<file path="src/rtl/rf_pkg.sv">
// Shared register-file types and sizes.
// Used by the write-back unit and by the register file itself.
package rf_pkg;

  localparam int unsigned BITSIZE = 32;
  localparam int unsigned REGSIZE = 32;
  localparam int unsigned RIDX_W  = $clog2(REGSIZE);

  // One pending register-file write.
  typedef struct packed {
    logic [RIDX_W-1:0]  rd;
    logic [BITSIZE-1:0] data;
  } wb_entry_t;

endpackage

</file>
<file path="src/rtl/rf_writeback_unit_wb_fifo.sv">
// wb_fifo: DEPTH-entry circular buffer of pending writes.
// Accepts 0, 1 or 2 pushes per edge (push_a is older than push_b) and at most
// one pop. Exposes the occupancy and an oldest-first view of all entries.
//  clk, rst          clock, synchronous active-high reset
//  push_a/data_a     first (older) push
//  push_b/data_b     second (younger) push
//  pop/head          remove the oldest entry / the oldest entry
//  count             number of occupied entries
//  view/view_valid   entries ordered oldest-first, with occupancy mask
module wb_fifo
  import rf_pkg::*;
#(
  parameter int unsigned DEPTH = 4,
  localparam int unsigned PTR_W = $clog2(DEPTH),
  localparam int unsigned CNT_W = PTR_W + 1
) (
  input  logic                  clk,
  input  logic                  rst,
  input  logic                  push_a,
  input  wb_entry_t             data_a,
  input  logic                  push_b,
  input  wb_entry_t             data_b,
  input  logic                  pop,
  output wb_entry_t             head,
  output logic [CNT_W-1:0]      count,
  output wb_entry_t [DEPTH-1:0] view,
  output logic [DEPTH-1:0]      view_valid
);

  wb_entry_t        mem [DEPTH];
  logic [PTR_W-1:0] wr_ptr;
  logic [PTR_W-1:0] rd_ptr;
  logic [1:0]       n_push;

  assign n_push = {1'b0, push_a} + {1'b0, push_b};
  assign head   = mem[rd_ptr];

  // Storage; the younger push lands one slot after the older one.
  always_ff @(posedge clk) begin
    if (push_a) mem[wr_ptr] <= data_a;
    if (push_b) mem[wr_ptr + PTR_W'(push_a)] <= data_b;
  end

  // Pointers wrap modulo DEPTH; count tracks pushes minus pops.
  always_ff @(posedge clk) begin
    if (rst) begin
      wr_ptr <= '0;
      rd_ptr <= '0;
      count  <= '0;
    end else begin
      wr_ptr <= wr_ptr + PTR_W'(n_push);
      if (pop) rd_ptr <= rd_ptr + PTR_W'(1);
      count  <= count + CNT_W'(n_push) - CNT_W'(pop);
    end
  end

  // Oldest-first view for the forwarding search.
  always_comb begin
    for (int i = 0; i < DEPTH; i++) begin
      view[i]       = mem[rd_ptr + PTR_W'(i)];
      view_valid[i] = CNT_W'(i) < count;
    end
  end

endmodule

</file>
<file path="src/rtl/rf_writeback_unit.sv">
// rf_writeback_unit: write-side front end of the register file.
// Merges ALU and load results into an in-order buffer, drains one write per
// cycle onto the register-file write port and forwards pending values.
//  clk, rst                      clock, synchronous active-high reset
//  alu_valid/ready/rd/data       ALU result handshake
//  ld_valid/ready/rd/data        load result handshake
//  wb_en/wb_rd/wb_data           registered register-file write port
//  rs1_sel/fwd1_hit/fwd1_data    operand 1 forwarding lookup
//  rs2_sel/fwd2_hit/fwd2_data    operand 2 forwarding lookup
module rf_writeback_unit
  import rf_pkg::*;
#(
  parameter int unsigned DEPTH = 4
) (
  input  logic               clk,
  input  logic               rst,
  input  logic               alu_valid,
  output logic               alu_ready,
  input  logic [RIDX_W-1:0]  alu_rd,
  input  logic [BITSIZE-1:0] alu_data,
  input  logic               ld_valid,
  output logic               ld_ready,
  input  logic [RIDX_W-1:0]  ld_rd,
  input  logic [BITSIZE-1:0] ld_data,
  output logic               wb_en,
  output logic [RIDX_W-1:0]  wb_rd,
  output logic [BITSIZE-1:0] wb_data,
  input  logic [RIDX_W-1:0]  rs1_sel,
  output logic               fwd1_hit,
  output logic [BITSIZE-1:0] fwd1_data,
  input  logic [RIDX_W-1:0]  rs2_sel,
  output logic               fwd2_hit,
  output logic [BITSIZE-1:0] fwd2_data
);

  localparam int unsigned CNT_W = $clog2(DEPTH) + 1;

  logic [CNT_W-1:0]      count;
  logic [CNT_W-1:0]      free;
  logic                  push_a;
  logic                  push_b;
  logic                  pop;
  wb_entry_t             head;
  wb_entry_t [DEPTH-1:0] view;
  logic [DEPTH-1:0]      view_valid;

  // Credit is taken from the pre-pop occupancy; the departing entry earns none.
  assign free      = CNT_W'(DEPTH) - count;
  assign alu_ready = free >= CNT_W'(1);
  assign ld_ready  = (free >= CNT_W'(2)) || ((free == CNT_W'(1)) && !alu_valid);

  // Writes to x0 complete the handshake but never occupy a slot.
  assign push_a = alu_valid && alu_ready && (alu_rd != '0);
  assign push_b = ld_valid && ld_ready && (ld_rd != '0);
  assign pop    = count != '0;

  wb_fifo #(.DEPTH(DEPTH)) u_fifo (
    .clk       (clk),
    .rst       (rst),
    .push_a    (push_a),
    .data_a    ('{rd: alu_rd, data: alu_data}),
    .push_b    (push_b),
    .data_b    ('{rd: ld_rd, data: ld_data}),
    .pop       (pop),
    .head      (head),
    .count     (count),
    .view      (view),
    .view_valid(view_valid)
  );

  // Register-file write port; rd/data hold while idle.
  always_ff @(posedge clk) begin
    if (rst) begin
      wb_en   <= 1'b0;
      wb_rd   <= '0;
      wb_data <= '0;
    end else begin
      wb_en <= pop;
      if (pop) begin
        wb_rd   <= head.rd;
        wb_data <= head.data;
      end
    end
  end

  // Youngest match wins: the write register is oldest, then buffer entries
  // oldest-to-youngest, each later match overriding the earlier one.
  function automatic logic [BITSIZE:0] fwd_search(
    input logic [RIDX_W-1:0]   sel,
    input logic                en,
    input logic [RIDX_W-1:0]   rd,
    input logic [BITSIZE-1:0]  data,
    input wb_entry_t [DEPTH-1:0] ents,
    input logic [DEPTH-1:0]    vld
  );
    logic [BITSIZE:0] r;
    r = '0;
    if (sel != '0) begin
      if (en && (rd == sel)) r = {1'b1, data};
      for (int i = 0; i < DEPTH; i++) begin
        if (vld[i] && (ents[i].rd == sel)) r = {1'b1, ents[i].data};
      end
    end
    return r;
  endfunction

  assign {fwd1_hit, fwd1_data} = fwd_search(rs1_sel, wb_en, wb_rd, wb_data, view, view_valid);
  assign {fwd2_hit, fwd2_data} = fwd_search(rs2_sel, wb_en, wb_rd, wb_data, view, view_valid);

endmodule

</file>
<file path="config.mk">
export PLATFORM = sky130hd
export DESIGN_NAME = rf_writeback_unit
export DESIGN_NICKNAME = d
export VERILOG_FILES = /design/src/rtl/rf_pkg.sv /design/src/rtl/rf_writeback_unit_wb_fifo.sv /design/src/rtl/rf_writeback_unit.sv
export SDC_FILE = /design/constraint.sdc
export NUM_CORES = 1
export LEC_CHECK = 0
export CAP_MARGIN = 20
export CORE_MARGIN = 1
export CORE_UTILIZATION = 47
export CTS_CLUSTER_SIZE = 40
export DETAILED_ROUTE_END_ITERATION = 10
export PLACE_DENSITY_LB_ADDON = 0.12
export SYNTH_ARGS = -nofsm -noshare
export SYNTH_HDL_FRONTEND = slang
export SYNTH_HIERARCHICAL = 1
export SYNTH_SLANG_ARGS = --single-unit
</file>
<file path="constraint.sdc">
create_clock -name clk -period 10.2 [get_ports clk]
set_input_delay 2.04 -clock clk [delete_from_list [all_inputs] [get_ports clk]]
set_output_delay 2.04 -clock clk [all_outputs]
set_load 0.005 [all_outputs]
</file>
==> metrics.cfg, run 1 <==
[grt]
grt.busiest_layer = met2
overflow = 0
grt.met2_usage_pct = 48.60
grt_max_degree = 66
antenna_found_initial = 0
grt_use_met1_pct = 41.84
grt_use_met3_pct = 6.944
grt_usage_pct = 30.97
grt_first_pass_wirelength_um = 82830
grt_pass1_vias = 13060

[setup_path]
crit_path_start_kind = input pin
end_kind = primary output
cp_num_buf_inv = 3
max_stage_delay_ns = 0.72
rrSetupSlack_ns = 5.61
critPathMostFrequentCell = clkdlybuf4s50_1
critPathKind = input pin to primary output
cp.required_ns = 8.16
critPathArrivalTime_ns = 5.73
cp_max_fo = 19
crit_path_cell_trace = clkdlybuf4s50_1 -> xnor2_1 -> nand4_1 -> buf_4 -> or2_2 -> a311oi_1 -> o221a_1 -> clkdlybuf4s50_1
cp_slowest_cell = clkdlybuf4s50_1
critical_path.top_delay_family = buffers and inverters

[worst_hold_path]
worstHoldPathType = flop to flop

[placement]
io_buffers = 193
place_area_um2 = 18050
dp_hpwl_um = 34000
place_congestion = 0.8702
dp_cells = 1898

[synth]
dominantRegCellSynth = edfxtp_1
syn_inst = 1426
mappedNetlistArea_um2 = 16220
ys_top_cells_by_count = edfxtp_1 (148), mux4_2 (148), mux2_2 (129)
yosys.area_share.simple_pct = 10.27
seq_area_frac_synth_pct = 33.20
synth_top_cell_by_area = edfxtp_1
syn-num-nets = 1525
synth_top_family_by_area = multiplexers
muxShareOfSynthArea_pct = 33.54
synth.area.top_cells = edfxtp_1 (27%), mux4_2 (21%), mux2_2 (9.0%)
synth_top_area_share_pct = 27.40
synthArstFlopShare_pct = 0
synth_xor_area_share_pct = 3.078
synthAdderAreaFrac_pct = 0.8947
yosys_warnings = 6
ys_types = 51
synth_seq_cells = 195
synth_compound_area_share_pct = 12.21
synth-edff-count = 148
syn_avg_cell_area_um2 = 11.38

[final_layout]
n_fill_cell = 2889
fin_cells = 1933
nets = 1571
area_delta_synth_final_pct = 15.13
stdcell_area_um2 = 18680
fin_util_pct = 55.28
layout-drive-gt1-share_pct = 26.46
antenna_cells = 0

[floorplan]
die_h_um = 187.8
dieArea_um2 = 35260
rows = 67
io_pins = 194
die_w_um = 187.8
start_util_pct = 48.02
core_area_um2 = 33780

[route]
ant_nets = 0
drcViolationCount = 0
routed_wl_um = 54440
avgViaCountPerCell = 6.980
drt_iter0_markers = 1303
dr.pass1.iters = 7
vias = 13490
wire_per_inst_um = 28.16

[clocking]
cts_num_sinks = 195
ctsResizeCount = 0
cts_tree = built
cts_setup_buffers = 0
clkTransAtPathRegs_ns = 0.07
cts_made_buffers = 17
cts_buffer_depth = 2
clockRootBuffer = clkbuf_16
clk_latency_ns = 0.46
cts_max_level = 4
cts_hold_buf = 0

[timing]
rsz0062_at_grt = no
finalMaxSlewViolations = 0
fin_crit_ns = 7.768
tns_ns = 0
fin_crit_sh_pct = 76.16
max_freq_mhz = 128.7
setup_violations = 0
hold_violations = 0
tightest_slew_ns = 1.057
fin_skew_ns = 0.01180
slew-limit-headroom_pct = 29.51

[status]
status = finished clean

[power]
power_leakage_nw = 6.011
p_per_area_nw_per_um2 = 296.2
ir_worst_vdd_mv = 0.2552
power_w = 0.005532

[flow_run]
drv_cap = 0

## area by class of cell
type                       instances  area [µm²]  share of cell area [%]
tap                              448       560.5                   3.001
timing repair buffer             232        2260                   12.10
inverter                          14       52.55                  0.2814
clock inverter                     9       62.56                  0.3350
sequential                       195        5396                   28.90
clock buffer                      23       498.0                   2.666
multi-input combinational       1012        9846                   52.72
## final timing paths
path / start / to / cells past startpoint
worst max-delay path: rs1_sel[0] / fwd1_data[31] / 8
worst min-delay path: wb_data[0]$_SDFFE_PP0P_ / wb_data[0]$_SDFFE_PP0P_ / 2
worst max register to register: u_fifo/count[0]$_SDFF_PP0_ / u_fifo/mem[2][5]$_DFFE_PP_ / 11
worst min register to register: wb_data[0]$_SDFFE_PP0P_ / wb_data[0]$_SDFFE_PP0P_ / 2
## placed cells by master (no fill, tap or decap), types with 8 or more instances in the layout
master,count
clkdlybuf4s50_1,192
mux4_2,148
edfxtp_1,148
mux2_2,129
and3_1,66
or3_1,65
o21ai_0,62
nand3_1,61
a21oi_1,60
a211oi_1,58
nor2_1,49
dfxtp_1,42
nand2_1,41
mux2i_1,37
buf_4,36
o311ai_0,32
a31oi_1,31
xnor2_1,30
o311ai_1,29
xor2_1,25
clkbuf_16,19
mux2_4,19
inv_1,14
ha_1,9
a2111oi_0,8
## kinds of logic after synthesis
group,after synthesis
AO/OA/AOI/OAI,297
AND/OR/NAND/NOR,314
adder cells (fa/ha/maj),11
multiplexers,333
buffers and inverters,219
flip-flops,195
XOR/XNOR,57
## tightest hold or removal path, delay by kind of cell (launching register included)
kind | cells | cell delay [ns]
flops | 1 | 0.34
mux | 1 | 0.14
simple gates | 1 | 0.05
## flip-flops by register name, summed over array words and instances (netlist names), named ones only
register and cells:
u_fifo/wr_ptr 2, wb_data 32, u_fifo/mem 148, wb_en 1
u_fifo/count 3, wb_rd 5, u_fifo/rd_ptr 2
## through the flow
step | hold slack [ns] | setup WS, ns
floorplan | 0.5116 | 4.603
global placement | 0.5396 | 2.583
detailed placement | 0.5522 | 2.540
CTS | 0.5709 | 2.533
global route | 0.6073 | 2.323
finish | 0.5777 | 2.432
## power by group
group	leakage, nW	internal (W)	total [W]	switching, W
logic	3.96	0.00152	0.00327	0.00175
clock network	0.290	0.000349	0.000669	0.000320
registers	1.76	0.00124	0.00160	0.000359
total	6.01	0.00311	0.00553	0.00243
## routing by layer
layer / vias to the layer above / share of wire, %
li1: 5747 / -
met1: 6821 / 41
met2: 820 / 47
met3: 105 / 9.2
met4: 0 / 3.0
met5: - / 0
(Power assumes the default switching activity.)
==> run 2: changes to the inputs <==
==> constraint.sdc (replaced) <==
create_clock -name clk -period 6.8 [get_ports clk]
set_input_delay 1.36 -clock clk [delete_from_list [all_inputs] [get_ports clk]]
set_output_delay 1.36 -clock clk [all_outputs]
set_load 0.005 [all_outputs]
==> run 2 against run 1 <==
Count of clock-buffer cells in the layout is 6 lower. Sequential cell count unchanged. Sequential share of layout area fell by 0.11 points. Combinational power up 46%. Global-route usage down 1.0 points. Die area did not move. Clock skew decreased by 0.0023 ns. First-iteration DRC count is 16% higher. Core utilization increased by 0.21 points. Worst hold slack about the same.
==> metrics.cfg, run 2 (same netlist as run 1, synthesis figures left out) <==
[timing]
tns_ns = 0  ; unchanged
fin_crit_ns = 5.934
rsz0062_at_grt = no  ; unchanged
hold_violations = 0  ; unchanged
hold_slack_ns = 0.5781  ; was 0.5777 ns
max_freq_mhz = 168.5
fin_crit_sh_pct = 87.26
setup_violations = 0  ; unchanged
finalMaxSlewViolations = 0  ; unchanged
fin_skew_ns = 0.009549  ; was 0.01180 ns
slew-limit-headroom_pct = 25.04  ; was 29.51%
tightest_slew_ns = 1.124  ; was 1.057 ns

[placement]
dp_hpwl_um = 34750  ; was 34000 µm
place_area_um2 = 18190  ; was 18050 µm²
io_buffers = 193  ; unchanged
place_congestion = 0.9082  ; was 0.8702
dp_cells = 1912  ; was 1898

[route]
ant_nets = 0  ; unchanged
drt_iter0_markers = 1507  ; was 1303
avgViaCountPerCell = 6.910  ; was 6.980
wire_per_inst_um = 26.93  ; was 28.16 µm
routed_wl_um = 52360  ; was 54440 µm
vias = 13430  ; was 13490
drcViolationCount = 0  ; unchanged
dr.pass1.iters = 6  ; was 7

[floorplan]
dieArea_um2 = 35260  ; unchanged
start_util_pct = 48.02  ; unchanged
die_h_um = 187.8  ; unchanged
io_pins = 194  ; unchanged
core_area_um2 = 33780  ; unchanged
rows = 67  ; unchanged
die_w_um = 187.8  ; unchanged

[clocking]
cts_setup_buffers = 0  ; unchanged
cts_hold_buf = 0  ; unchanged
cts_tree = built  ; unchanged
cts_num_sinks = 195  ; unchanged
cts_made_buffers = 17  ; unchanged
clockRootBuffer = clkbuf_16  ; unchanged
clkTransAtPathRegs_ns = 0.07  ; about the same
ctsResizeCount = 0  ; unchanged
clk_latency_ns = 0.46  ; about the same
cts_max_level = 4  ; unchanged
cts_buffer_depth = 2  ; unchanged

[power]
power_leakage_nw = 6.038  ; was 6.011 nW
ir_worst_vdd_mv = 0.3728  ; was 0.2552 mV
p_per_area_nw_per_um2 = 436.4  ; was 296.2 nW/µm²

[grt]
grt_max_degree = 66  ; unchanged
grt.met2_usage_pct = 46.44  ; was 48.60%
grt_use_met3_pct = 5.503  ; was 6.944%
grt.busiest_layer = met2  ; unchanged
grt_usage_pct = 29.95  ; was 30.97%
overflow = 0  ; unchanged
grt_pass1_vias = 13200  ; was 13060
grt_use_met1_pct = 40.59  ; was 41.84%
antenna_found_initial = 0  ; unchanged
grt_first_pass_wirelength_um = 80160  ; was 82830 µm

[final_layout]
antenna_cells = 0  ; unchanged
nets = 1582  ; was 1571
multi_input_area_um2 = 9841  ; was 9846 µm²
n_fill_cell = 2869  ; was 2889
stdcell_area_um2 = 18750  ; was 18680 µm²
fin_cells = 1944  ; was 1933
layout-drive-gt1-share_pct = 26.74  ; was 26.46%
reg.largest.list = u_fifo/mem x148, wb_data x32, wb_rd x5  ; unchanged
top_register = u_fifo/mem  ; unchanged
layout_common_cells = clkdlybuf4s50_1 (192), mux4_2 (148), edfxtp_1 (148)  ; unchanged
largest_register_ffs = 148  ; unchanged
final-seq-area_um2 = 5396  ; unchanged
area_delta_synth_final_pct = 15.56  ; was 15.13%
final_common_cell = clkdlybuf4s50_1  ; unchanged

[setup_path]
crit_path_start_kind = input pin  ; unchanged
cp.required_ns = 5.44  ; was 8.16 ns
critPathArrivalTime_ns = 4.57  ; was 5.73 ns
cp_max_fo = 30  ; was 19
critPathKind = input pin to primary output  ; unchanged
end_kind = primary output  ; unchanged

[status]
status = finished clean  ; unchanged

[worst_hold_path]
worstHoldPathType = flop to flop  ; unchanged

[flow_run]
drv_cap = 0  ; unchanged

==> run 2: critical path, cell delays in order <==
cell and delay (ns):
clkdlybuf4s50_1 0.64, xor2_1 0.29, nor4_4 0.61, buf_4 0.41, a211oi_1 0.11, o311ai_0 0.52, a21oi_1 0.14, clkdlybuf4s50_1 0.47
==> run 2: per-stage QoR <==
step           utilization (%)  power, W  worst slack (ns)
6_report                 55.49  0.008180            0.8663
5_1_grt                  55.49  0.008585            0.7351
4_1_cts                  55.49  0.008137            0.9156
3_5_place_dp             53.84  0.007114            0.9277
3_3_place_gp             53.84  0.007039            0.9825
2_1_floorplan                -  0.005714             1.883
==> run 2: worst paths after layout <==
check                                                 from                         end  slack [ns]  depth (start not counted)
worst max-delay path                            rs1_sel[2]               fwd1_data[14]        0.87                          8
worst min-delay path              wb_data[22]$_SDFFE_PP0P_    wb_data[22]$_SDFFE_PP0P_        0.58                          2
worst max register to register  u_fifo/count[1]$_SDFF_PP0_  u_fifo/mem[2][8]$_DFFE_PP_        2.32                         11
worst min register to register    wb_data[22]$_SDFFE_PP0P_    wb_data[22]$_SDFFE_PP0P_        0.58                          2
==> run 2: final cells by class <==
type / instances / area share [%]
clock buffers: 17 / 2.269
inverters: 14 / 0.2803
well taps: 448 / 2.990
flip-flops and latches: 195 / 28.79
clock inverters: 15 / 0.7008
multi-input cells: 1012 / 52.49
repair buffers: 243 / 12.48
==> run 2: power by group <==
part           leakage [nW]  internal (W)  switching, W
clock                 0.273      0.000508      0.000493
combinational          4.00       0.00226       0.00250
sequential             1.76       0.00186      0.000557
total                  6.04       0.00463       0.00355
==> run 2: per-layer routing <==
layer | share of wire [%] | wire length (µm)
met4 | 4.2 | 2214
met2 | 46 | 24110
met3 | 8.0 | 4168
met1 | 42 | 21860
met5 | 0 | 0
==> run 3: changes to the inputs <==
--- a/config.mk
+++ b/config.mk
@@ -8,7 +8,6 @@
 export CAP_MARGIN = 20
 export CORE_MARGIN = 1
 export CORE_UTILIZATION = 47
-export CTS_CLUSTER_SIZE = 40
 export DETAILED_ROUTE_END_ITERATION = 10
 export PLACE_DENSITY_LB_ADDON = 0.12
 export SYNTH_ARGS = -nofsm -noshare
==> results of run 3 <==
Same layout as run 2: the final DEF is identical, and so are final timing and power.
